### config.mk
export PLATFORM = sky130hd
export DESIGN_NAME = present_out_buffer_flat
export DESIGN_NICKNAME = d
export VERILOG_FILES = /design/src/rtl/present_pkg.sv /design/src/rtl/present_out_buffer_if.sv /design/src/rtl/present_key_update.sv /design/src/rtl/present_out_buffer.sv /design/src/flat_wrapper.sv
export SDC_FILE = /design/constraint.sdc
export NUM_CORES = 1
export LEC_CHECK = 0
export CORE_MARGIN = 1
export CORE_UTILIZATION = 45
export DETAILED_ROUTE_END_ITERATION = 10
export PLACE_DENSITY_LB_ADDON = 0.1
export SLEW_MARGIN = 20
export SYNTH_ARGS = -nofsm -noshare
export SYNTH_HDL_FRONTEND = slang
export SYNTH_SLANG_ARGS = --single-unit
### constraint.sdc
create_clock -name clk -period 2.6 [get_ports clk]
set_input_delay 0.39 -clock clk [delete_from_list [all_inputs] [get_ports clk]]
set_output_delay 0.39 -clock clk [all_outputs]
set_load 0.05 [all_outputs]
### src/rtl/present_pkg.sv
// rtl/present_pkg.sv - PRESENT-80 shared constants, S-box table and lookup helper
package present_pkg;

  localparam int STATE_W = 64;
  localparam int KEY_W   = 80;
  localparam int RC_W    = 5;

  // PRESENT 4-bit S-box, indexed by the input nibble.
  localparam logic [3:0] SBOX [16] = '{
    4'hC, 4'h5, 4'h6, 4'hB, 4'h9, 4'h0, 4'hA, 4'hD,
    4'h3, 4'hE, 4'hF, 4'h8, 4'h4, 4'h7, 4'h1, 4'h2
  };

  function automatic logic [3:0] sbox4(input logic [3:0] x);
    return SBOX[x];
  endfunction

endpackage

### src/rtl/present_out_buffer_if.sv
// rtl/present_out_buffer_if.sv - round-31 input and ciphertext stream bundle
interface present_out_buffer_if;
  import present_pkg::*;

  // producer side: last round stage, no backpressure
  logic               in_valid;
  logic [STATE_W-1:0] state_in;
  logic [KEY_W-1:0]   key_in;

  // consumer side: ready/valid ciphertext stream
  logic               out_valid;
  logic               out_ready;
  logic [STATE_W-1:0] out_data;

  // environment driving the buffer
  modport master (
    output in_valid, state_in, key_in, out_ready,
    input  out_valid, out_data
  );

  // the buffer itself
  modport slave (
    input  in_valid, state_in, key_in, out_ready,
    output out_valid, out_data
  );

endinterface

### src/rtl/present_key_update.sv
// rtl/present_key_update.sv - one PRESENT-80 key-schedule step (combinational)
module present_key_update
  import present_pkg::*;
(
  input  logic [KEY_W-1:0] key,
  input  logic [RC_W-1:0]  rc,
  output logic [KEY_W-1:0] key_next
);

  logic [KEY_W-1:0] rot;

  // rotate left by 61, substitute the top nibble, fold the round counter in
  always_comb begin
    rot             = {key[18:0], key[79:19]};
    key_next        = rot;
    key_next[79:76] = sbox4(rot[79:76]);
    key_next[19:15] = rot[19:15] ^ rc;
  end

endmodule

### src/rtl/present_out_buffer.sv
// rtl/present_out_buffer.sv - final whitening stage plus ciphertext output FIFO
module present_out_buffer
  import present_pkg::*;
#(
  parameter int DEPTH = 4
) (
  input  logic                       clk,
  input  logic                       rst_n,
  present_out_buffer_if.slave        bus,
  output logic [$clog2(DEPTH):0]     level,
  output logic                       overflow,
  input  logic                       clr_ovf
);

  localparam int PTR_W = $clog2(DEPTH);
  localparam int LVL_W = PTR_W + 1;
  localparam logic [LVL_W-1:0] LVL_FULL = LVL_W'(DEPTH);
  localparam logic [RC_W-1:0]  LAST_RC  = RC_W'(31);

  logic [KEY_W-1:0]   k32;
  logic               unused_key_bits;

  logic [STATE_W-1:0] ct_d, ct_q;
  logic               ct_v_d, ct_v_q;
  logic [STATE_W-1:0] mem_d [DEPTH];
  logic [STATE_W-1:0] mem_q [DEPTH];
  logic [PTR_W-1:0]   wr_ptr_d, wr_ptr_q;
  logic [PTR_W-1:0]   rd_ptr_d, rd_ptr_q;
  logic [LVL_W-1:0]   level_d, level_q;
  logic               ovf_d, ovf_q;

  logic               full;
  logic               pop;
  logic               push;
  logic               drop;

  present_key_update u_key_update (
    .key      (bus.key_in),
    .rc       (LAST_RC),
    .key_next (k32)
  );

  // only the upper 64 bits of the final round key whiten the state
  assign unused_key_bits = ^k32[15:0];

  // final key whitening; the stage register captures every cycle, no stall
  always_comb begin
    ct_d   = bus.state_in ^ k32[79:16];
    ct_v_d = bus.in_valid;
  end

  // FIFO control: push unless full without a simultaneous pop, otherwise drop
  always_comb begin
    full     = (level_q == LVL_FULL);
    pop      = (level_q != '0) && bus.out_ready;
    push     = ct_v_q && (!full || pop);
    drop     = ct_v_q && full && !pop;

    mem_d    = mem_q;
    wr_ptr_d = wr_ptr_q;
    rd_ptr_d = rd_ptr_q;
    level_d  = level_q;

    if (push) begin
      mem_d[wr_ptr_q] = ct_q;
      wr_ptr_d        = wr_ptr_q + PTR_W'(1);
    end
    if (pop) begin
      rd_ptr_d = rd_ptr_q + PTR_W'(1);
    end

    case ({push, pop})
      2'b10:   level_d = level_q + LVL_W'(1);
      2'b01:   level_d = level_q - LVL_W'(1);
      default: level_d = level_q;
    endcase
  end

  // sticky overflow flag; a drop in the same cycle wins over the clear
  always_comb begin
    ovf_d = ovf_q;
    if (drop) begin
      ovf_d = 1'b1;
    end else if (clr_ovf) begin
      ovf_d = 1'b0;
    end
  end

  // state registers; reset discards stored entries and any in-flight ciphertext
  always_ff @(posedge clk or negedge rst_n) begin
    if (!rst_n) begin
      ct_q     <= '0;
      ct_v_q   <= 1'b0;
      wr_ptr_q <= '0;
      rd_ptr_q <= '0;
      level_q  <= '0;
      ovf_q    <= 1'b0;
      for (int i = 0; i < DEPTH; i++) begin
        mem_q[i] <= '0;
      end
    end else begin
      ct_q     <= ct_d;
      ct_v_q   <= ct_v_d;
      wr_ptr_q <= wr_ptr_d;
      rd_ptr_q <= rd_ptr_d;
      level_q  <= level_d;
      ovf_q    <= ovf_d;
      mem_q    <= mem_d;
    end
  end

  // outputs come straight from registers, nothing combinational from out_ready
  assign bus.out_valid = (level_q != '0);
  assign bus.out_data  = mem_q[rd_ptr_q];
  assign level         = level_q;
  assign overflow      = ovf_q;

endmodule

### src/flat_wrapper.sv
// flat-port wrapper written by rule: the top's interface ports become plain ports
module present_out_buffer_flat import present_pkg::*;
#(
  parameter int DEPTH = 4
)
  (clk, rst_n, level, overflow, clr_ovf, bus_in_valid, bus_state_in, bus_key_in, bus_out_ready, bus_out_valid, bus_out_data);
  present_out_buffer_if bus_i ();
  input  logic clk;
  input  logic rst_n;
  output logic [$clog2(DEPTH):0] level;
  output logic overflow;
  input  logic clr_ovf;
  input wire logic [$bits(bus_i.in_valid)-1:0] bus_in_valid;
  input wire logic [$bits(bus_i.state_in)-1:0] bus_state_in;
  input wire logic [$bits(bus_i.key_in)-1:0] bus_key_in;
  input wire logic [$bits(bus_i.out_ready)-1:0] bus_out_ready;
  output wire logic [$bits(bus_i.out_valid)-1:0] bus_out_valid;
  output wire logic [$bits(bus_i.out_data)-1:0] bus_out_data;
  assign bus_i.in_valid = bus_in_valid;
  assign bus_i.state_in = bus_state_in;
  assign bus_i.key_in = bus_key_in;
  assign bus_i.out_ready = bus_out_ready;
  assign bus_out_valid = bus_i.out_valid;
  assign bus_out_data = bus_i.out_data;
  present_out_buffer #(.DEPTH(DEPTH)) u_core (.clk(clk), .rst_n(rst_n), .bus(bus_i), .level(level), .overflow(overflow), .clr_ovf(clr_ovf));
endmodule
==> results.cfg <==
[die]
num_rows = 63
dieArea_um2 = 31600
die_x_um = 178
ios = 218
core_um2 = 30000
fp.dieH_um = 178
initial_utilization_pct = 46.3

[logic_synthesis]
synth.area.top_cells = dfrtp_1 59%, mux2_2 21%, mux4_2 11%, xor2_1 3.9%, buf_6 1.9%
syn-num-nets = 964
synth_sequential_area_ratio_pct = 59.3
netlist_instances = 804
syn_area_per_cell_um2 = 17.3
synthesis.area_um2 = 13900
synth_top_area_share_pct = 59.3
ys_warn_count = 0
synth.distinct_cells = 21
yosys.area.top_type = dfrtp_1
synth-seq-cells = 329

[cells_and_area]
diodes = 0
final_nets = 1192
synthToLayoutAreaGrowth_pct = 27.5
drive_gt1_share_pct = 45.0

[worst_setup_path]
reg2reg_slack_ns = 0.51
arrival_ns = 2.08
start_kind = register
r2r_end = u_core.level[2]$_DFFE_PN0P_
required_ns = 2.21
crit_type = register to output port
endpoint_kind = output port
worstReg2RegStart = u_core.level[0]$_DFFE_PN0P_
crit_fanout = 16
worst-r2r-cell-count = 8

[timing]
fmax_mhz = 404
worst_slew_pin_slew_ns = 0.508
worst_hold_slack_ns = 0.410
finalSetupTns_ns = 0
drv_slew = 0
hold_viol_final = 0
grt_setup_unrepaired = no
fin_skew_ns = 0.0117
fin_crit_ns = 2.47
setup_violations = 0
post-route-period-util_pct = 95.1
relSlewSlack_pct = 66.0

[clock_network]
clock_path_buffers = 3
cts_max_level = 2
cts.sinks = 329
cts_buffers = 36
cts-root-buf = clkbuf_16
clkSlewWorstSetupHoldPaths_ns = 0.06
postCtsSetupRepairBufs = 0
cts_tree = yes
ctsResizeCount = 0
clk_latency_ns = 0.49

[status]
outcome = finished, final reports clean

[global_routing]
grt_max_degree = 72
gr-total-overflow = 0
grt_use_total_pct = 17.8
antenna_found_initial = 0
grt_pass1_wl_mm = 43.8
grt_pass1_vias = 8159

[place]
numPortBuffers = 201
dp_hpwl_mm = 16.6
gp_congestion = 0.686

[drt]
vias_per_cell = 5.18
routed_wl_mm = 26.7
first_iter_violations = 240
vias = 7484
dr.pass1.iters = 4
antenna_left = 0
wl_per_cell_um = 18.5
drc = 0

[power]
ir_drop_v = 0.000795
total_power_mw = 26.5
p_leak_nw = 7.44
power_density_nw_per_um2 = 1490

[flow_run]
drv_cap = 0

[worst_hold_path]
hp-class = primary input to asynchronous set/reset pin
## area by class of cell
cell class / instances / area [um^2]
tap: 390 / 488
inverter: 9 / 33.8
sequential: 329 / 8240
clock inverter: 9 / 129
multi-input combinational: 427 / 5310
timing repair buffer: 229 / 2460
fill: 2331 / 12300
clock buffer: 52 / 1050
## cell usage in the layout, fill, tap and decap left out, types with 3 or more instances in the layout
cell,synthesis,final
ha_1,10,10
mux2_2,257,257
bufinv_16,0,3
nand2_1,7,7
nor2_4,0,4
xor2_1,62,62
clkbuf_8,0,7
mux2i_1,3,3
dfrtp_1,329,327
buf_4,0,60
clkinv_2,0,3
clkbuf_16,0,37
mux4_2,66,66
clkbuf_1,5,8
clkdlybuf4s50_1,0,136
inv_1,9,9
buf_12,0,31
xnor2_1,9,9
## synthesized netlist by cell type
master    count
dfrtp_1     329
mux2_2      257
mux4_2       66
xor2_1       62
buf_6        24
ha_1         10
inv_1         9
xnor2_1       9
buf_2         7
nand2_1       7
clkbuf_1      5
nor2_2        4
buf_1         3
mux2i_1       3
nor2_1        2
o21ai_0       2
fa_1          1
nand2b_1      1
nor4b_4       1
o31a_1        1
or3_1         1
## worst max-delay path by stage
stage | end | from | slack (ns) | cells past startpoint
2_1_floorplan | u_core.level[2]$_DFFE_PN0P_ | u_core.level[2]$_DFFE_PN0P_ | 0.21 | 8
3_3_place_gp | u_core.level[2]$_DFFE_PN0P_ | bus_out_ready | 0.19 | 9
3_5_place_dp | u_core.level[2]$_DFFE_PN0P_ | bus_out_ready | 0.17 | 9
4_1_cts | bus_out_data[47] | u_core.rd_ptr_q[0]$_DFFE_PN0P_ | 0.06 | 3
5_1_grt | bus_out_data[47] | u_core.rd_ptr_q[0]$_DFFE_PN0P_ | 0.04 | 3
6_report | bus_out_data[47] | u_core.rd_ptr_q[0]$_DFFE_PN0P_ | 0.13 | 3
## power by group
group	total (mW)	switching, mW	internal, mW
sequential	8.64	1.27	7.37
combinational	12.8	6.69	6.12
clock	5.01	1.91	3.10
total	26.5	9.87	16.6
## timing repair
item,4_1_cts,5_1_grt
setup endpoints to repair,0,0
hold endpoints to repair,43,0
hold buffers,1,0
## metrics by stage
stage | utilization [%] | instances | setup WS (ns) | cell area [um^2]
floorplan | - | 804 | 0.207 | 13900
global placement | 55.0 | 1383 | 0.191 | 16500
detailed placement | 55.0 | 1383 | 0.174 | 16500
CTS | 59.0 | 1445 | 0.0589 | 17700
global route | 59.0 | 1445 | 0.0422 | 17700
finish | 59.0 | 1445 | 0.126 | 17700
## critical path: stages, from the launching register on
cell     delay, ns
dfrtp_4       0.59
buf_12        0.24
mux4_2        0.55
buf_4         0.21
## state kept, by name, indices dropped and copies added, names as in the netlist
signal	count
u_core.mem_q	256
u_core.wr_ptr_q	2
u_core.overflow	1
u_core.level	3
u_core.ct_q	64
u_core.rd_ptr_q	2
u_core.ct_v_q	1
## cells by family after synthesis
family	count (synthesis)	share of synthesized area (%)
XOR/XNOR	71	4.48
flip-flops	329	59.3
adder cells (fa/ha/maj)	11	1.04
buffers and inverters	48	2.66
multiplexers	326	31.7
AND/OR/NAND/NOR	16	0.685
AO/OA/AOI/OAI	3	0.135
## metal layers
layer  track usage, %  up-vias  part of all wire, %
met5                0        -                    0
met4             4.13        0                  1.7
met3             3.11       37                  4.4
met2             29.9      146                   49
met1             24.0     3945                   44
li1                 -     3356                    -
Power figures use the tool's default switching activity.
